### src/rtl/cp0_exception_unit.sv
// cp0_exception_unit: CP0 registers, exception prioritisation/commit and pipeline flush/redirect
// Ports:
//   clk, rst                      clock; asynchronous active-low reset
//   HW_Int[5:0]                   level-sensitive hardware interrupt lines
//   MEM_Valid, MEM_ExceptType,    MEM-stage instruction, its exception flags, PC,
//   MEM_PC, MEM_IsDelaySlot,      delay-slot marker and effective data address
//   MEM_ALUOut
//   WB_CP0Wr, WB_Dst, WB_Sel,     MTC0 commit from WB
//   WB_OutB
//   ID_CP0Addr, ID_CP0Sel,        MFC0 read port serving ID (combinational, WB bypassed)
//   CP0_RdData
//   Int_Pending                   interrupt tag for the next instruction entering the pipe
//   Exc_Flush, Exc_Redirect,      pipeline flush and fetch restart
//   Exc_TargetPC
//   CP0_Status/Cause/EPC          live register copies
// MEM_ExceptType bit order, highest priority first:
//   [8] Interrupt  [7] WrongAddressinIF  [6] ReservedInstruction  [5] Overflow  [4] Syscall
//   [3] Break  [2] RdWrongAddressinMEM  [1] WrWrongAddressinMEM  [0] Eret
module cp0_exception_unit #(
    parameter logic [31:0] EXC_VECTOR   = 32'hBFC0_0380,
    parameter logic [31:0] RESET_STATUS = 32'h0040_0000
) (
    input  logic        clk,
    input  logic        rst,
    input  logic [5:0]  HW_Int,
    input  logic        MEM_Valid,
    input  logic [8:0]  MEM_ExceptType,
    input  logic [31:0] MEM_PC,
    input  logic        MEM_IsDelaySlot,
    input  logic [31:0] MEM_ALUOut,
    input  logic        WB_CP0Wr,
    input  logic [4:0]  WB_Dst,
    input  logic [2:0]  WB_Sel,
    input  logic [31:0] WB_OutB,
    input  logic [4:0]  ID_CP0Addr,
    input  logic [2:0]  ID_CP0Sel,
    output logic [31:0] CP0_RdData,
    output logic        Int_Pending,
    output logic        Exc_Flush,
    output logic        Exc_Redirect,
    output logic [31:0] Exc_TargetPC,
    output logic [31:0] CP0_Status,
    output logic [31:0] CP0_Cause,
    output logic [31:0] CP0_EPC
);
    localparam logic [4:0]  R_BADVADDR   = 5'd8;
    localparam logic [4:0]  R_COUNT      = 5'd9;
    localparam logic [4:0]  R_COMPARE    = 5'd11;
    localparam logic [4:0]  R_STATUS     = 5'd12;
    localparam logic [4:0]  R_CAUSE      = 5'd13;
    localparam logic [4:0]  R_EPC        = 5'd14;
    localparam logic [31:0] STATUS_WMASK = 32'h0000_FF03;
    localparam logic [31:0] CAUSE_WMASK  = 32'h0000_0300;

    logic [31:0] bad_vaddr, count, compare, status, cause, epc;
    logic        tick;
    logic        wr0, wr_count, wr_compare, wr_status, wr_cause, wr_epc;
    logic [31:0] status_w, cause_w, epc_w, count_w, compare_w;
    logic [31:0] count_next, status_next, cause_next, epc_next, bad_vaddr_next;
    logic        ti_next;
    logic [8:0]  exc;
    logic [4:0]  exc_code;
    logic        exc_hit, is_eret, take, bad_if, bad_mem;

    assign wr0        = WB_CP0Wr && WB_Sel == 3'd0;
    assign wr_count   = wr0 && WB_Dst == R_COUNT;
    assign wr_compare = wr0 && WB_Dst == R_COMPARE;
    assign wr_status  = wr0 && WB_Dst == R_STATUS;
    assign wr_cause   = wr0 && WB_Dst == R_CAUSE;
    assign wr_epc     = wr0 && WB_Dst == R_EPC;

    // Post-MTC0 view of each register: feeds both the read bypass and the exception update,
    // so an older MTC0 lands first and the exception overrides only its own fields.
    assign status_w  = wr_status  ? (status & ~STATUS_WMASK) | (WB_OutB & STATUS_WMASK) : status;
    assign cause_w   = wr_cause   ? (cause & ~CAUSE_WMASK) | (WB_OutB & CAUSE_WMASK) : cause;
    assign epc_w     = wr_epc     ? WB_OutB : epc;
    assign count_w   = wr_count   ? WB_OutB : count;
    assign compare_w = wr_compare ? WB_OutB : compare;

    // A bubble can still carry the Interrupt tag; every other flag needs a real instruction.
    assign exc = MEM_ExceptType & {1'b1, {8{MEM_Valid}}};

    always_comb begin
        exc_code = 5'd0;
        bad_if   = 1'b0;
        bad_mem  = 1'b0;
        is_eret  = 1'b0;
        if (exc[8])      exc_code = 5'd0;
        else if (exc[7]) begin exc_code = 5'd4; bad_if = 1'b1; end
        else if (exc[6]) exc_code = 5'd10;
        else if (exc[5]) exc_code = 5'd12;
        else if (exc[4]) exc_code = 5'd8;
        else if (exc[3]) exc_code = 5'd9;
        else if (exc[2]) begin exc_code = 5'd4; bad_mem = 1'b1; end
        else if (exc[1]) begin exc_code = 5'd5; bad_mem = 1'b1; end
        else             is_eret = exc[0];
    end

    assign exc_hit      = |exc;
    assign take         = exc_hit & ~is_eret;
    assign Exc_Flush    = exc_hit;
    assign Exc_Redirect = exc_hit;
    assign Exc_TargetPC = is_eret ? epc_w : EXC_VECTOR;
    assign Int_Pending  = status[0] & ~status[1] & |(status[15:8] & cause[15:8]);

    always_comb begin
        count_next = wr_count ? WB_OutB : count + {31'd0, tick};
        // TI is sticky until software rewrites Compare; Compare==0 disables the timer.
        ti_next = ~wr_compare & (cause[30] | (count_next == compare && compare != 32'd0));
        cause_next        = cause_w;
        cause_next[30]    = ti_next;
        cause_next[15:10] = {HW_Int[5] | cause[30], HW_Int[4:0]};
        status_next    = status_w;
        epc_next       = epc_w;
        bad_vaddr_next = bad_vaddr;
        if (take) begin
            cause_next[6:2] = exc_code;
            status_next[1]  = 1'b1;
            // Nested exception: keep the restart point of the outer one.
            if (!status_w[1]) begin
                epc_next       = MEM_IsDelaySlot ? MEM_PC - 32'd4 : MEM_PC;
                cause_next[31] = MEM_IsDelaySlot;
            end
            if (bad_if)       bad_vaddr_next = MEM_PC;
            else if (bad_mem) bad_vaddr_next = MEM_ALUOut;
        end
        if (is_eret) status_next[1] = 1'b0;
    end

    always_ff @(posedge clk or negedge rst) begin
        if (!rst) begin
            bad_vaddr <= 32'd0;
            count     <= 32'd0;
            compare   <= 32'd0;
            status    <= RESET_STATUS;
            cause     <= 32'd0;
            epc       <= 32'd0;
            tick      <= 1'b0;
        end else begin
            bad_vaddr <= bad_vaddr_next;
            count     <= count_next;
            compare   <= compare_w;
            status    <= status_next;
            cause     <= cause_next;
            epc       <= epc_next;
            tick      <= ~tick;
        end
    end

    always_comb begin
        CP0_RdData = 32'd0;
        if (ID_CP0Sel == 3'd0)
            case (ID_CP0Addr)
                R_BADVADDR: CP0_RdData = bad_vaddr;
                R_COUNT:    CP0_RdData = count_w;
                R_COMPARE:  CP0_RdData = compare_w;
                R_STATUS:   CP0_RdData = status_w;
                R_CAUSE:    CP0_RdData = cause_w;
                R_EPC:      CP0_RdData = epc_w;
                default:    CP0_RdData = 32'd0;
            endcase
    end

    assign CP0_Status = status;
    assign CP0_Cause  = cause;
    assign CP0_EPC    = epc;
endmodule

### config.mk
export PLATFORM = sky130hd
export DESIGN_NAME = cp0_exception_unit
export DESIGN_NICKNAME = d
export VERILOG_FILES = /design/src/rtl/cp0_exception_unit.sv
export SDC_FILE = /design/constraint.sdc
export NUM_CORES = 1
export LEC_CHECK = 0
export BUFFER_PORTS_ARGS = -buffer_cell sky130_fd_sc_hd__buf_2
export CAP_MARGIN = 20
export CORE_ASPECT_RATIO = 1.25
export CORE_MARGIN = 10
export CORE_UTILIZATION = 53
export CTS_BUF_LIST = sky130_fd_sc_hd__clkbuf_16
export DETAILED_ROUTE_END_ITERATION = 16
export HOLD_SLACK_MARGIN = 0.02
export MAX_ROUTING_LAYER = met4
export PLACE_DENSITY_LB_ADDON = 0.2
export SYNTH_ARGS = -nofsm -noshare
export SYNTH_HDL_FRONTEND = slang
export SYNTH_SLANG_ARGS = --single-unit
### constraint.sdc
create_clock -name clk -period 4.4 [get_ports clk]
set_clock_uncertainty 0.15 [all_clocks]
set_input_delay 0.88 -clock clk [delete_from_list [all_inputs] [get_ports clk]]
set_output_delay 0.88 -clock clk [all_outputs]
set_load 0.01 [all_outputs]
### Word level (Yosys, flattened, before mapping)

Index checks and enable logic that the tools add are counted.

| cells by class | value |
|---|---|
| $add $sub $neg | 2 |
| multiply operators | 0 |
| divide/modulo/power cells | 0 |
| order comparisons | 0 |
| eq/ne operators | 12 |
| shift operators | 0 |
| multiplexer cells | 45 |
| bitwise gates (word level) | 14 |
| reductions and logical operators | 14 |

Operators with widths:

| kind | number |
|---|---|
| 32-bit two-way mux | 13 |
| 32-bit one-hot mux with 6 select lines | 1 |
| 5-bit by 4-bit == test with 1-bit output (second input constant) | 11 |
| 32-bit by 1-bit adder with 32-bit output | 1 |
| 32-bit == test | 1 |
| 32-bit by 10-bit bitwise OR with 32-bit output | 1 |
| 32-bit by 16-bit bitwise OR with 32-bit output | 1 |
| 32-bit nonzero test | 1 |
| 32-bit by 3-bit subtractor with 32-bit output (second input constant) | 1 |
| 1-bit two-way mux | 22 |
| 4-bit two-way mux | 5 |
| 5-bit two-way mux | 2 |
| 9-bit AND | 1 |
| 9-bit OR reduction | 1 |
| 8-bit AND | 1 |
| 8-bit OR reduction | 1 |
| 1-bit logical AND | 7 |
| 3-bit logical NOT | 2 |
| 3-bit two-way mux | 2 |
| 1-bit AND | 4 |
| 1-bit NOT | 4 |
| 1-bit bitwise OR | 2 |
| 2-bit AND reduction | 1 |
| 2-bit nonzero test | 1 |

| storage, ports and cells | value |
|---|---|
| register bits after elaboration | 193 |
| bits in latches | 0 |
| memory bits (writable) | 0 |
| ROM bits | 0 |
| bits of input ports | 132 |
| output and inout port bits | 163 |
| logic and storage cells | 94 |
| memories | 0 |

### Longest topological paths before layout

| depth | value |
|---|---|
| word-level depth | 13 |
| gate-level depth with buffers | 11 |
| mapped depth without buffers | 10 |

### Least setup slack after synthesis

No wires, ideal clock.

| path | value |
|---|---|
| path kind | input port to output port |
| start point | input WB_Sel[1] |
| end point | output CP0_RdData[23] |
| data arrival time | 2.943 ns |
| required time | 3.370 ns |
| slack | 0.427 ns |
| stages | 9 |
| path buffers | 3 |
| cell sequence | nand4bb_1 clkbuf_1 nor3_1 nand4b_1 clkbuf_1 clkbuf_1 mux2i_1 or2_2 a21oi_1 |

| on the way | value |
|---|---|
| word-level cells in the longest chain between the ends | 6 |
| elaborated cells between the ends (all ways) | 14 |

Ends and longest elaborated chain:

| element | RTL line | text |
|---|---|---|
| start, declared | 33 | `input logic [2:0] WB_Sel,` |
| 3-bit logical NOT * | 65 | `assign wr0 = WB_CP0Wr && WB_Sel == 3'd0;` |
| 1-bit logical AND * | 65 |  |
| 1-bit logical AND (on tied branches) | n/a |  |
| 32-bit two-way mux (on tied branches) | n/a |  |
| 32-bit one-hot mux with 6 select lines * | 153 | `case (ID_CP0Addr)` |
| 32-bit two-way mux * | 152 | `if (ID_CP0Sel == 3'd0)` |
| end, declared | 37 | `output logic [31:0] CP0_RdData,` |

Mark *: on every way between the ends. The rest lies on a longest branch, timed or not.

### Final worst setup path

| path | value |
|---|---|
| start point | input WB_Dst[2] |
| end point | output CP0_RdData[13] |

| on the way | value |
|---|---|
| word-level cells in the longest chain between the ends | 5 |
| elaborated cells between the ends (all ways) | 17 |

Ends and longest elaborated chain:

| element | RTL line | text |
|---|---|---|
| start, declared | 32 | `input logic [4:0] WB_Dst,` |
| 5-bit by 4-bit == test with 1-bit output | 67 | `assign wr_compare = wr0 && WB_Dst == R_COMPARE;` |
| 1-bit logical AND | 67 |  |
| 32-bit two-way mux | 78 | `assign compare_w = wr_compare ? WB_OutB : compare;` |
| named net compare_w[13] | 58 | `logic [31:0] status_w, cause_w, epc_w, count_w, compare_w;` |
| 32-bit one-hot mux with 6 select lines | 153 |  |
| 32-bit two-way mux | 152 |  |

The timed path passes the listed nets, and every way through them passes these cells.

==> impl_metrics.json <==
{
  "setup.worst_path.start_class": "primary input",
  "dieHeight_um": 177.0,
  "hold_start": "tick$_DFF_PN0_",
  "crit_required_ns": 3.37,
  "core_area_um2": 19400,
  "dpl.hpwl_um": 32420,
  "via_count": 10697,
  "r2r_slack_ns": 0.64,
  "fin_crit_ns": 4.249,
  "setup_viol": 0,
  "worst_pin_slew_ns": 1.014,
  "route.detailed.drc": 0,
  "crit_path_end_kind": "output port",
  "start_util_pct": 53.87,
  "first_pass_iters": 6,
  "viasPerCell": 6.176,
  "crit_family": "simple AND/OR/NAND/NOR gates",
  "grt_pass1_vias": 10709,
  "status": "finished, final reports clean",
  "period_share_pct": 96.56,
  "synth_cells": 1231,
  "ir_drop_v": 0.0002842,
  "fin_util_pct": 64.58,
  "grt_pass1_wl_um": 63290,
  "reg2reg_from": "count[0]$_DFF_PN0_",
  "cpMaxStageDelayCell": "or4b_1",
  "ys_seq_area_share_pct": 36.64,
  "p_leak_uw": 0.006029,
  "fillerInstances": 1737,
  "final_cell_area_um2": 12530,
  "ctsHoldBuffers": 0,
  "grt_max_degree": 86,
  "final_max_slew_viol_count": 0,
  "io_pins": 295,
  "insertion_delay_ns": 0.43,
  "cts_tree": "yes",
  "cts_max_path_buffers": 2,
  "cp_common_cell": "buf_2",
  "antenna_left": 0,
  "io_buffers": 254,
  "synth_seq_cells": 153,
  "final_cell_mix": "buf_2 (253), a21oi_1 (167), dfrtp_1 (153)",
  "final_common_cell": "buf_2",
  "cp.arrival_ns": 3.22,
  "finalPower_uw": 4422,
  "cts_buffers": 17,
  "ys_async_sr_fraction_pct": 100.0,
  "hold_violations": 0,
  "reg2reg_to": "CP0_Cause[30]$_DFF_PN0_",
  "fin_nets": 1588,
  "crit_chain": "buf_2 -> or4b_1 -> nor2_1 -> nand2_1 -> buf_12 -> mux2_2 -> a222oi_1 -> o21a_1 -> a21oi_1 -> buf_2",
  "maxCapViolCount": 0,
  "crit_type": "in -> out",
  "multi_input_area_um2": 6116,
  "synth_edf_count": 0,
  "cpPeakStageDelay_ns": 0.67,
  "die_w_um": 145.6,
  "hold-path-endpoint": "tick$_DFF_PN0_",
  "placed_cell_area_um2": 11900,
  "regArea_um2": 3829,
  "cts_setup_buffers": 0,
  "crit_fanout": 30,
  "drive_above_1_share_pct": 26.53,
  "path_clk_slew_ns": 0.07,
  "synth_area_um2": 10450,
  "hold_path_depth": 1,
  "first_iter_violations": 1168,
  "place.gp.congestion": 1.023,
  "overflow": 0,
  "tns_ns": 0,
  "gr-usage-all-layers_pct": 32.09,
  "synth_ff_type": "dfrtp_1",
  "synth.avg_cell_area_um2": 8.489,
  "antenna_found_initial": 1,
  "hold-worst-slack_ns": 0.3047,
  "max_freq_ghz": 0.2354,
  "cts_htree_levels": 4,
  "routed_wl_um": 41440,
  "yosys_warnings": 0,
  "r2r_cells": 10,
  "synth.distinct_cells": 66,
  "rows": 57,
  "crit_buf_inv": 3,
  "wl_per_cell_um": 23.92,
  "clock_sinks": 153,
  "cts_root_buffer": "clkbuf_16",
  "worst_slew_margin_rel_pct": 32.16,
  "p_per_area_nw_per_um2": 353.0,
  "areaGrowthSynthToFinish_pct": 19.88,
  "worstHoldPathType": "reg -> reg",
  "rsz0062_at_grt": "no",
  "cts_resized": 0,
  "dieArea_um2": 25770
}
-- cell type report --
cell class,instances,share of cell area [%]
Clock buffer,17,3.396
Clock inverter,15,1.618
Timing Repair Buffer,285,12.46
Inverter,16,0.4794
Antenna cell,1,0.01998
Sequential cell,153,30.56
Multi-Input combinational cell,980,48.82
Tap cell,265,2.647
-- state kept, by name, indices dropped and copies added (netlist names) --
register,flops
CP0_Cause,14
CP0_EPC,32
CP0_Status,10
bad_vaddr,32
compare,32
count,32
tick,1
-- how the worst max path moves through the flow --
stage                   start             end  slack, ns  cells past startpoint
floorplan           WB_Sel[1]  CP0_RdData[23]       0.43                      9
global placement    WB_Dst[2]  CP0_RdData[16]       0.25                      9
detailed placement  WB_Dst[2]  CP0_RdData[10]       0.18                     10
CTS                 WB_Dst[2]  CP0_RdData[10]       0.18                     10
global route        WB_Dst[2]  CP0_RdData[10]       0.03                     10
finish              WB_Dst[2]  CP0_RdData[13]       0.15                     10
-- through the flow --
step / worst slack (ns) / instances
finish: 0.1514 / 1732
global route: 0.02834 / 1732
CTS: 0.1815 / 1731
detailed placement: 0.1847 / 1699
global placement: 0.2488 / 1699
floorplan: 0.4271 / 1269
-- routing by layer --
layer	track usage, %	wire [µm]	vias to the layer above
met4	11.90	1449	0
met5	-	0	-
met2	50.67	19730	631
li1	-	-	4819
met3	5.142	3122	89
met1	41.01	17140	5158
-- cells in the mapped netlist, types with 5 or more instances --
master	n	share of area, %
nand4_1	28	1.7
nor3_1	23	1.1
nand3b_1	6	0.43
buf_1	7	0.25
nand4b_1	6	0.50
nor2b_1	16	0.96
clkbuf_1	64	2.3
nor4_1	31	1.9
a22oi_1	6	0.43
mux2i_1	66	6.3
buf_2	7	0.34
or2_2	21	1.3
nor2_1	150	5.4
o211ai_1	6	0.43
and3_1	10	0.60
o21ai_0	27	1.3
a221oi_1	27	2.3
xnor2_1	34	2.8
nand3_1	19	0.91
nand2_1	109	3.9
o21a_1	7	0.50
and2_1	5	0.30
dfrtp_1	153	37
or4_1	6	0.43
inv_1	16	0.57
xor2_1	37	3.1
or3_1	7	0.42
and4_1	7	0.59
o31ai_1	5	0.36
mux2_2	41	4.4
a21oi_1	167	8.0
buf_4	41	2.9
nand2b_1	7	0.42
-- report_power, final --
part / total (µW) / leakage (µW) / internal [µW] / switching, µW
Combinational: 988 / 0.00393 / 398 / 591
Sequential: 1850 / 0.00180 / 1610 / 242
Clock: 1580 / 0.000306 / 916 / 664
-- cells by family (layout without fill, tap and decap cells) --
group                      count (synthesis)  count (layout)  synth area share, %
xor gates and xnor gates                  74              74                6.597
adders and majority gates                  3               3               0.3592
AOI/OAI and AO/OA                        295             295                17.30
and+or+nand+nor                          460             460                21.56
buffers and inverters                    136             333                6.513
DFF                                      153             153                36.64
muxes                                    108             108                10.96
other                                      2              41              0.07187
No activity file was read; power rests on OpenSTA's default activity.
